`src/rtl/rps_pkg.sv`:
```
`default_nettype none
// ============================================================================
//  Module      : rps_pkg
//  Description : Shared types and the round-judging function for the
//                rock-paper-scissors round sequencer.
//  Revision    : 1.0 - initial release
// ============================================================================
package rps_pkg;

   typedef enum logic [1:0] {
      NONE     = 2'd0,
      ROCK     = 2'd1,
      PAPER    = 2'd2,
      SCISSORS = 2'd3
   } move_t;

   typedef enum logic [1:0] {
      TIE = 2'd0,
      P1  = 2'd1,
      P2  = 2'd2
   } outcome_t;

   typedef enum logic [2:0] {
      IDLE    = 3'd0,
      COUNT   = 3'd1,
      CAPTURE = 3'd2,
      JUDGE   = 3'd3,
      SHOW    = 3'd4,
      DONE    = 3'd5
   } state_t;

   // First countdown value shown when a round starts.
   localparam logic [1:0] c_cd_start = 2'd3;

   // Decide one round. A missing move forfeits to the player who did move;
   // two missing moves, or two equal moves, are a tie.
   function automatic outcome_t judge(input move_t a, input move_t b);
      outcome_t res;
      if (a == b)
         res = TIE;
      else if (b == NONE)
         res = P1;
      else if (a == NONE)
         res = P2;
      else if ((a == ROCK     && b == SCISSORS) ||
               (a == SCISSORS && b == PAPER)    ||
               (a == PAPER    && b == ROCK))
         res = P1;
      else
         res = P2;
      return res;
   endfunction

endpackage
`default_nettype wire

```
`src/rtl/rps_round_ctrl_if.sv`:
```
`default_nettype none
// ============================================================================
//  Module      : rps_round_ctrl_if
//  Description : Player-input, timer and display signals of the round
//                sequencer. The master side is the sequencer itself; the
//                slave side is the surrounding input/timer/display logic.
//  Revision    : 1.0 - initial release
// ============================================================================
interface rps_round_ctrl_if #(
   parameter int WIDTH = 8
);
   import rps_pkg::*;

   logic             start;
   logic             p1_valid;
   move_t            p1_move;
   logic             p2_valid;
   move_t            p2_move;
   logic             hit_target;
   logic             tmr_run;
   logic [WIDTH-1:0] tmr_target;
   state_t           state;
   logic [1:0]       countdown;
   move_t            p1_move_q;
   move_t            p2_move_q;
   outcome_t         round_result;
   logic             result_valid;
   logic [2:0]       p1_score;
   logic [2:0]       p2_score;
   logic             match_over;
   outcome_t         match_winner;

   modport master (
      input  start, p1_valid, p1_move, p2_valid, p2_move, hit_target,
      output tmr_run, tmr_target, state, countdown, p1_move_q, p2_move_q,
             round_result, result_valid, p1_score, p2_score,
             match_over, match_winner
   );

   modport slave (
      output start, p1_valid, p1_move, p2_valid, p2_move, hit_target,
      input  tmr_run, tmr_target, state, countdown, p1_move_q, p2_move_q,
             round_result, result_valid, p1_score, p2_score,
             match_over, match_winner
   );

endinterface
`default_nettype wire

```
`src/rtl/rps_round_ctrl.sv`:
```
`default_nettype none
// ============================================================================
//  Module      : rps_round_ctrl
//  Description : Round sequencer for rock-paper-scissors. Drives one shared
//                timer through countdown, capture window and result display,
//                latches moves, judges rounds, keeps score and ends the match.
//  Revision    : 1.0 - initial release
// ============================================================================
module rps_round_ctrl
   import rps_pkg::*;
#(
   parameter int WIDTH         = 8,
   parameter int COUNT_TICKS   = 50,
   parameter int WINDOW_TICKS  = 200,
   parameter int RESULT_TICKS  = 100,
   parameter int ROUNDS_TO_WIN = 3
) (
   input wire logic         clk,
   input wire logic         reset,
   rps_round_ctrl_if.master bus
);

   localparam logic [WIDTH-1:0] c_count_tgt  = WIDTH'(COUNT_TICKS - 1);
   localparam logic [WIDTH-1:0] c_window_tgt = WIDTH'(WINDOW_TICKS - 1);
   localparam logic [WIDTH-1:0] c_result_tgt = WIDTH'(RESULT_TICKS - 1);
   localparam logic [2:0]       c_win        = 3'(ROUNDS_TO_WIN);

   state_t           r_state,        w_state;
   logic             r_gap,          w_gap;
   logic [1:0]       r_countdown,    w_countdown;
   move_t            r_p1_move,      w_p1_move;
   move_t            r_p2_move,      w_p2_move;
   outcome_t         r_result,       w_result;
   logic [2:0]       r_p1_score,     w_p1_score;
   logic [2:0]       r_p2_score,     w_p2_score;
   logic             r_tmr_run,      w_tmr_run;
   logic [WIDTH-1:0] r_tmr_target,   w_tmr_target;
   logic             r_result_valid, w_result_valid;
   logic             r_match_over,   w_match_over;
   outcome_t         r_winner,       w_winner;

   // A hit only counts while the timer is running; in the GAP cycle the
   // timer output is still stale-high and must be ignored.
   logic     w_hit;
   logic     w_p1_take;
   logic     w_p2_take;
   outcome_t w_outcome;

   assign w_hit     = bus.hit_target && r_tmr_run;
   assign w_p1_take = bus.p1_valid && (bus.p1_move != NONE) && (r_p1_move == NONE);
   assign w_p2_take = bus.p2_valid && (bus.p2_move != NONE) && (r_p2_move == NONE);
   assign w_outcome = judge(r_p1_move, r_p2_move);

   // State and every output register; outputs come straight from here.
   always_ff @(posedge clk or posedge reset) begin
      if (reset) begin
         r_state        <= IDLE;
         r_gap          <= 1'b0;
         r_countdown    <= 2'd0;
         r_p1_move      <= NONE;
         r_p2_move      <= NONE;
         r_result       <= TIE;
         r_p1_score     <= 3'd0;
         r_p2_score     <= 3'd0;
         r_tmr_run      <= 1'b0;
         r_tmr_target   <= '0;
         r_result_valid <= 1'b0;
         r_match_over   <= 1'b0;
         r_winner       <= TIE;
      end else begin
         r_state        <= w_state;
         r_gap          <= w_gap;
         r_countdown    <= w_countdown;
         r_p1_move      <= w_p1_move;
         r_p2_move      <= w_p2_move;
         r_result       <= w_result;
         r_p1_score     <= w_p1_score;
         r_p2_score     <= w_p2_score;
         r_tmr_run      <= w_tmr_run;
         r_tmr_target   <= w_tmr_target;
         r_result_valid <= w_result_valid;
         r_match_over   <= w_match_over;
         r_winner       <= w_winner;
      end
   end

   // Next-state and next-output decode. A timed phase ends by dropping
   // tmr_run for one GAP cycle; the follow-on action happens as GAP ends.
   always_comb begin
      w_state        = r_state;
      w_gap          = 1'b0;
      w_countdown    = r_countdown;
      w_p1_move      = r_p1_move;
      w_p2_move      = r_p2_move;
      w_result       = r_result;
      w_p1_score     = r_p1_score;
      w_p2_score     = r_p2_score;
      w_tmr_run      = r_tmr_run;
      w_tmr_target   = r_tmr_target;
      w_result_valid = 1'b0;
      w_match_over   = r_match_over;
      w_winner       = r_winner;

      case (r_state)
         IDLE: begin
            if (bus.start) begin
               w_state      = COUNT;
               w_countdown  = c_cd_start;
               w_tmr_run    = 1'b1;
               w_tmr_target = c_count_tgt;
            end
         end

         COUNT: begin
            if (r_gap) begin
               w_tmr_run = 1'b1;
               if (r_countdown == 2'd1) begin
                  w_state      = CAPTURE;
                  w_countdown  = 2'd0;
                  w_tmr_target = c_window_tgt;
               end else begin
                  w_countdown = r_countdown - 2'd1;
               end
            end else if (w_hit) begin
               w_tmr_run = 1'b0;
               w_gap     = 1'b1;
            end
         end

         CAPTURE: begin
            if (r_gap) begin
               w_state = JUDGE;
            end else begin
               if (w_p1_take) w_p1_move = bus.p1_move;
               if (w_p2_take) w_p2_move = bus.p2_move;
               // Window closes early once both moves are in, otherwise on hit.
               if (((w_p1_move != NONE) && (w_p2_move != NONE)) || w_hit) begin
                  w_tmr_run = 1'b0;
                  w_gap     = 1'b1;
               end
            end
         end

         JUDGE: begin
            w_result = w_outcome;
            if (w_outcome == P1 && r_p1_score < c_win) w_p1_score = r_p1_score + 3'd1;
            if (w_outcome == P2 && r_p2_score < c_win) w_p2_score = r_p2_score + 3'd1;
            w_state        = SHOW;
            w_result_valid = 1'b1;
            w_tmr_run      = 1'b1;
            w_tmr_target   = c_result_tgt;
         end

         SHOW: begin
            if (r_gap) begin
               if (r_p1_score == c_win || r_p2_score == c_win) begin
                  w_state      = DONE;
                  w_match_over = 1'b1;
                  w_winner     = (r_p1_score == c_win) ? P1 : P2;
               end else begin
                  w_state      = COUNT;
                  w_countdown  = c_cd_start;
                  w_tmr_run    = 1'b1;
                  w_tmr_target = c_count_tgt;
                  w_p1_move    = NONE;
                  w_p2_move    = NONE;
               end
            end else if (w_hit) begin
               w_tmr_run = 1'b0;
               w_gap     = 1'b1;
            end
         end

         DONE: begin
            if (bus.start) begin
               w_state      = COUNT;
               w_countdown  = c_cd_start;
               w_tmr_run    = 1'b1;
               w_tmr_target = c_count_tgt;
               w_p1_move    = NONE;
               w_p2_move    = NONE;
               w_result     = TIE;
               w_p1_score   = 3'd0;
               w_p2_score   = 3'd0;
               w_match_over = 1'b0;
               w_winner     = TIE;
            end
         end

         default: begin
            w_state   = IDLE;
            w_tmr_run = 1'b0;
         end
      endcase
   end

   assign bus.tmr_run      = r_tmr_run;
   assign bus.tmr_target   = r_tmr_target;
   assign bus.state        = r_state;
   assign bus.countdown    = r_countdown;
   assign bus.p1_move_q    = r_p1_move;
   assign bus.p2_move_q    = r_p2_move;
   assign bus.round_result = r_result;
   assign bus.result_valid = r_result_valid;
   assign bus.p1_score     = r_p1_score;
   assign bus.p2_score     = r_p2_score;
   assign bus.match_over   = r_match_over;
   assign bus.match_winner = r_winner;

endmodule
`default_nettype wire
```
`src/flat_wrapper.sv`:
```
// flat-port wrapper written by rule: the top's interface ports become plain ports
module rps_round_ctrl_flat import rps_pkg::*;
#(
   parameter int WIDTH         = 8,
   parameter int COUNT_TICKS   = 50,
   parameter int WINDOW_TICKS  = 200,
   parameter int RESULT_TICKS  = 100,
   parameter int ROUNDS_TO_WIN = 3
)
  (clk, reset, bus_start, bus_p1_valid, bus_p1_move, bus_p2_valid, bus_p2_move, bus_hit_target, bus_tmr_run, bus_tmr_target, bus_state, bus_countdown, bus_p1_move_q, bus_p2_move_q, bus_round_result, bus_result_valid, bus_p1_score, bus_p2_score, bus_match_over, bus_match_winner);
  rps_round_ctrl_if #(.WIDTH(WIDTH)) bus_i ();
  input wire logic clk;
  input wire logic reset;
  input wire logic [$bits(bus_i.start)-1:0] bus_start;
  input wire logic [$bits(bus_i.p1_valid)-1:0] bus_p1_valid;
  input wire logic [$bits(bus_i.p1_move)-1:0] bus_p1_move;
  input wire logic [$bits(bus_i.p2_valid)-1:0] bus_p2_valid;
  input wire logic [$bits(bus_i.p2_move)-1:0] bus_p2_move;
  input wire logic [$bits(bus_i.hit_target)-1:0] bus_hit_target;
  output wire logic [$bits(bus_i.tmr_run)-1:0] bus_tmr_run;
  output wire logic [$bits(bus_i.tmr_target)-1:0] bus_tmr_target;
  output wire logic [$bits(bus_i.state)-1:0] bus_state;
  output wire logic [$bits(bus_i.countdown)-1:0] bus_countdown;
  output wire logic [$bits(bus_i.p1_move_q)-1:0] bus_p1_move_q;
  output wire logic [$bits(bus_i.p2_move_q)-1:0] bus_p2_move_q;
  output wire logic [$bits(bus_i.round_result)-1:0] bus_round_result;
  output wire logic [$bits(bus_i.result_valid)-1:0] bus_result_valid;
  output wire logic [$bits(bus_i.p1_score)-1:0] bus_p1_score;
  output wire logic [$bits(bus_i.p2_score)-1:0] bus_p2_score;
  output wire logic [$bits(bus_i.match_over)-1:0] bus_match_over;
  output wire logic [$bits(bus_i.match_winner)-1:0] bus_match_winner;
  assign bus_i.start = bus_start;
  assign bus_i.p1_valid = bus_p1_valid;
  assign bus_i.p1_move = bus_p1_move;
  assign bus_i.p2_valid = bus_p2_valid;
  assign bus_i.p2_move = bus_p2_move;
  assign bus_i.hit_target = bus_hit_target;
  assign bus_tmr_run = bus_i.tmr_run;
  assign bus_tmr_target = bus_i.tmr_target;
  assign bus_state = bus_i.state;
  assign bus_countdown = bus_i.countdown;
  assign bus_p1_move_q = bus_i.p1_move_q;
  assign bus_p2_move_q = bus_i.p2_move_q;
  assign bus_round_result = bus_i.round_result;
  assign bus_result_valid = bus_i.result_valid;
  assign bus_p1_score = bus_i.p1_score;
  assign bus_p2_score = bus_i.p2_score;
  assign bus_match_over = bus_i.match_over;
  assign bus_match_winner = bus_i.match_winner;
  rps_round_ctrl #(.WIDTH(WIDTH), .COUNT_TICKS(COUNT_TICKS), .WINDOW_TICKS(WINDOW_TICKS), .RESULT_TICKS(RESULT_TICKS), .ROUNDS_TO_WIN(ROUNDS_TO_WIN)) u_core (.clk(clk), .reset(reset), .bus(bus_i));
endmodule
```
`config.mk`:
```
export PLATFORM = sky130hd
export DESIGN_NAME = rps_round_ctrl_flat
export DESIGN_NICKNAME = d
export VERILOG_FILES = /design/src/rtl/rps_pkg.sv /design/src/rtl/rps_round_ctrl_if.sv /design/src/rtl/rps_round_ctrl.sv /design/src/flat_wrapper.sv
export SDC_FILE = /design/constraint.sdc
export NUM_CORES = 1
export LEC_CHECK = 0
export ABC_AREA = 1
export CORE_MARGIN = 5
export CORE_UTILIZATION = 53
export CTS_BUF_LIST = sky130_fd_sc_hd__clkbuf_16
export CTS_CLUSTER_DIAMETER = 80
export DETAILED_ROUTE_END_ITERATION = 12
export PLACE_DENSITY_LB_ADDON = 0.1
export SLEW_MARGIN = 20
export SYNTH_ARGS = -nofsm -noshare
export SYNTH_HDL_FRONTEND = slang
export SYNTH_SLANG_ARGS = --single-unit
export TNS_END_PERCENT = 5
```
`constraint.sdc`:
```
create_clock -name clk -period 2.7 [get_ports clk]
set_input_delay 0.675 -clock clk [delete_from_list [all_inputs] [get_ports clk]]
set_output_delay 0.675 -clock clk [all_outputs]
set_load 0.01 [all_outputs]
```
# After elaboration in Yosys (flattened, before gate mapping)
# Index checks and enable logic that the tools add are counted.
# word_totals
regBits	31
input_bits	10
output_inout_bits	30
elab_cells	150
# classes
n_addsub	3
order_cmp	2
n_eq_ne	30
muxes	64
n_reduce_logical	38
# ops
cell	count
$mux 2	23
$mux 8	5
$pmux 8 s4	1
$mux 3	9
$ne 2x1->1 const B	9
$pmux 2 s3	3
$mux 1	15
$pmux 3 s5	1
$reduce_and 5->1	3
$eq 3x2->1 const B	4
$pmux 3 s2	2
$reduce_bool 2->1	6
$logic_and 1x1->1	11
$eq 2x2->1 const B	5
$eq 2x1->1 const B	4
$pmux 2 s2	2
$reduce_and 4->1	2
$add 3x1->3 const B	2
$eq 3x3->1 const B	2
$lt 3x2->1 const B	2
$ne 2x2->1 const B	3
$reduce_and 3->1	2
$reduce_and 6->1	1
$reduce_bool 3->1	2
other kinds (12)	18

# Longest topological paths before layout
# depth
depth_word	12
mapped_depth	10
depth_no_buf	10

# Least setup slack after synthesis
# No wires, ideal clock.
# synth_path
path_type	register to register
start	register u_core.r_p1_score[0] (netlist: u_core.bus.p1_score[0])
end	register u_core.r_tmr_target[6] (netlist: u_core.bus.tmr_target[6])
setup_time_ps	124
t_arrival_ps	1666
required_ps	2576
slack_ps	909
path_stages_with_launch	10
path_buffers	0
period_less_slack_ps	1791
cell_sequence	dfrtp_1 > ha_1 > ha_1 > or2_2 > nand2_4 > nand2_2 > nor3_4 > nand2_4 > nand2_1 > o21ai_1
# synth_between
elab_chain_cells	4
# synth_rtl
item	line	text
start: declaration	rps_round_ctrl.sv:34	logic [2:0] r_p1_score, w_p1_score;
start signal: assignment	rps_round_ctrl.sv:77	r_p1_score <= w_p1_score;
$eq 3x2->1	rps_round_ctrl.sv:156	if (r_p1_score == c_win || r_p2_score == c_win) begin
$logic_or 1x1->1	rps_round_ctrl.sv:156	
$ne 2x2->1 (no source line)	n/a	
$reduce_and 6->1 (no source line)	n/a	
end signal: assignment	rps_round_ctrl.sv:80	r_tmr_target <= w_tmr_target;
end: declaration	rps_round_ctrl.sv:37	logic [WIDTH-1:0] r_tmr_target, w_tmr_target;
# No other way between the ends.
# A chain may end at the register's enable or synchronous reset.

# Final worst setup path
# layout_path
start	register u_core.r_state[0] (netlist: u_core.bus.state[0])
end	output bus_state[0]
# layout_lines
item	line	text
start: declaration	rps_round_ctrl.sv:28	state_t r_state, w_state;
start signal: assignment	rps_round_ctrl.sv:71	r_state <= w_state;
end: declaration	flat_wrapper.sv:22	output wire logic [$bits(bus_i.state)-1:0] bus_state;
# No word-level cell between the ends.

==> impl_metrics.env <==
export IMPL_status="completed"
export IMPL_period_minus_slack_ps=2050
export IMPL_arrival_ps=1380
export IMPL_drt_iter0_drc=44
export IMPL_globalplace_congestion=0.8853
export IMPL_antenna_found_initial=0
export IMPL_antenna_diode_count=0
export IMPL_ys_types=26
export IMPL_grt_pass1_vias=1446
export IMPL_p_per_area_nw_per_um2=1348
export IMPL_synth_compound_area_share_pct=9.636
export IMPL_clock_path_buffers=2
export IMPL_layout_common_cells="nand2_1 (69), clkdlybuf4s50_1 (38), inv_1 (34)"
export IMPL_firstDrtPassIters=4
export IMPL_syn_nets=237
export IMPL_vias=1485
export IMPL_crit_path_start_kind="flop"
export IMPL_synthCells=222
export IMPL_clk_latency_ps=260
export IMPL_seqCellArea_um2=700.7
export IMPL_finalPower_mw=2.920
export IMPL_crit_type="flop to output port"
export IMPL_cts_tree="yes"
export IMPL_rows=20
export IMPL_chipWidth_um=65.78
export IMPL_grt_overflow=0
export IMPL_critPathTopFamily="buffers and inverters"
export IMPL_routedWlPerCell_um=11.77
export IMPL_fill_cells=272
export IMPL_worstPathMaxFanout=9
export IMPL_grt_util_all_layers_pct=18.46
export IMPL_syn_area_um2=1649
export IMPL_critical_path_slowest_cell="clkdlybuf4s50_1"
export IMPL_grt_start_max_net_pins=29
export IMPL_multi_input_area_um2=778.2
export IMPL_grt_first_pass_wirelength_um=6237
export IMPL_syn_avg_cell_area_um2=7.428
export IMPL_numCtsBuffers=3
export IMPL_rsz0062_at_grt="false"
export IMPL_htreeDepth=1
export IMPL_drv_slew=0
export IMPL_die_h_um=65.78
export IMPL_synth_adder_area_share_pct=3.794
export IMPL_drive_gt1_share_pct=9.579
export IMPL_clk_pin_slew_ps=70
export IMPL_nets=277
export IMPL_port_buffers=38
export IMPL_synth_mux_area_share_pct=0
export IMPL_boundaryPins=40
export IMPL_coreArea_um2=3028
export IMPL_power_leakage_nw=1.145
export IMPL_hold_viol=0
export IMPL_postCtsHoldBufs=0
export IMPL_dieArea_um2=4327
export IMPL_ys_ff_latch=28
export IMPL_hold_class="flop to flop"
export IMPL_cpPeakStageDelay_ps=600
export IMPL_routed_wl_um=3590
export IMPL_ir_drop_mv=0.6023
export IMPL_synth_top_family_by_area="simple AND/OR/NAND/NOR gates"
export IMPL_place_hpwl_um=2662
export IMPL_clockRootBuffer="clkbuf_16"
export IMPL_final_common_cell="nand2_1"
export IMPL_drv_cap=0
export IMPL_drc_errors=0
export IMPL_path_buf_inv=1
export IMPL_clock_sinks=28
export IMPL_finalSetupViolCount=0
export IMPL_clock_skew_final_ps=2.671
export IMPL_synth_seq_area_share_pct=42.49
export IMPL_crit_required_ps=2030
export IMPL_fin_crit_sh_pct=75.94
export IMPL_post_cts_buffers=0
export IMPL_areaGrowthSynthToFinish_pct=31.41
export IMPL_fmax_mhz=487.7
export IMPL_cts_resized=0
export IMPL_setup_tns_ps=0
export IMPL_yosys_area_share_simple_pct=33.00
export IMPL_end_kind="output port"
export IMPL_ant_nets=0
export IMPL_via_per_inst=4.869
export IMPL_start_util_pct=54.46
export IMPL_whs_ps=472.2
export IMPL_path_cells="clkdlybuf4s50_1"
export IMPL_synth_warning_count=0
export IMPL_synth_xor_area_share_pct=0.5311
kinds of logic (layout without fill, tap and decap cells):
kind of cell,Yosys count,count (layout)
DFF,28,28
xor gates and xnor gates,1,1
buffers and inverters,41,80
AOI/OAI and AO/OA,30,30
and+or+nand+nor,116,116
adders and majority gates,5,5
other,1,1
power breakdown:
part	switching, mW	internal (mW)	leakage, nW
clock	0.139	0.295	0.0511
sequential	0.201	0.617	0.349
combinational	0.923	0.745	0.744
total	1.26	1.66	1.14
cells in the mapped netlist:
cell type  instances  area [um^2]
a21oi_1            5        25.02
buf_4              4        30.03
clkinv_2           1        5.000
conb_1             1        3.750
dfrtp_1           28        700.7
ha_1               5        62.56
inv_1             34        127.6
inv_2              2        7.510
nand2_1           69        259.0
nand2_2            4        25.02
nand2_4            3        33.78
nand3_1           16        80.08
nand3_2            1        10.01
nand3b_1           2        15.01
nand4_1            3        18.77
nor2_1             9        33.78
nor2_2             4        25.02
nor3_1             1        5.000
nor3_2             1        10.01
nor3_4             1        16.27
o211ai_2           1        12.51
o21ai_0           12        60.06
o21ai_1           11        55.05
o22ai_1            1        6.260
or2_2              2        12.51
xnor2_1            1        8.760
stage by stage:
stage	setup WS [ps]	cells	utilization, %	cell area [um^2]
floorplan	909.4	222	-	1649
detailed placement	629.8	301	68.10	2062
finish	649.6	305	71.57	2167
global route	583.0	305	71.57	2167
global placement	660.2	301	68.10	2062
CTS	644.1	305	71.57	2167
registers in the layout, summed over array words and instances, names as in the netlist:
register and count:
u_core.bus.match_winner 2, u_core.bus.p2_move_q 2, u_core.bus.state 3, u_core.bus.p2_score 3, u_core.r_gap 1, u_core.bus.countdown 2, u_core.bus.result_valid 1, u_core.bus.tmr_target 5
u_core.bus.match_over 1, u_core.bus.p1_move_q 2, u_core.bus.round_result 2, u_core.bus.p1_score 3, u_core.bus.tmr_run 1
worst min-delay path: cells and delay by family, from the launching register on:
family | cells | cell delay (ps)
buffers and inverters | 1 | 50
DFF | 1 | 340
and+or+nand+nor | 1 | 50
path summary, 6_finish.rpt:
path | slack [ps] | start | depth (start not counted) | end
setup / recovery | 650 | u_core.bus.state[0]$_DFFE_PP0P_ | 1 | bus_state[0]
hold / removal | 470 | u_core.bus.tmr_target[0]$_DFFE_PP0P_ | 2 | u_core.bus.tmr_target[0]$_DFFE_PP0P_
setup reg to reg | 820 | u_core.bus.p1_score[0]$_DFFE_PP0P_ | 9 | u_core.bus.tmr_target[2]$_DFFE_PP0P_
hold reg to reg | 470 | u_core.bus.tmr_target[0]$_DFFE_PP0P_ | 2 | u_core.bus.tmr_target[0]$_DFFE_PP0P_
max in group asynchronous | 1660 | reset | 3 | u_core.bus.p2_score[2]$_DFFE_PP0P_
min in group asynchronous | 790 | reset | 3 | u_core.bus.countdown[0]$_DFFE_PP0P_
layer usage:
layer,vias to the layer above,wire length (um),GRT usage (%)
met5,-,0,0
met4,0,44,5.440
met3,5,164,2.041
met2,36,1806,34.17
met1,666,1575,22.23
li1,778,-,-
layout make-up:
class	count	area share (%)
flip-flops and latches	28	32.33
clock inverters	1	1.386
well taps	44	2.540
multi-input cells	153	35.91
repair buffers	39	17.90
clock buffers	3	3.464
inverters	37	6.466
(Power assumes the default switching activity.)
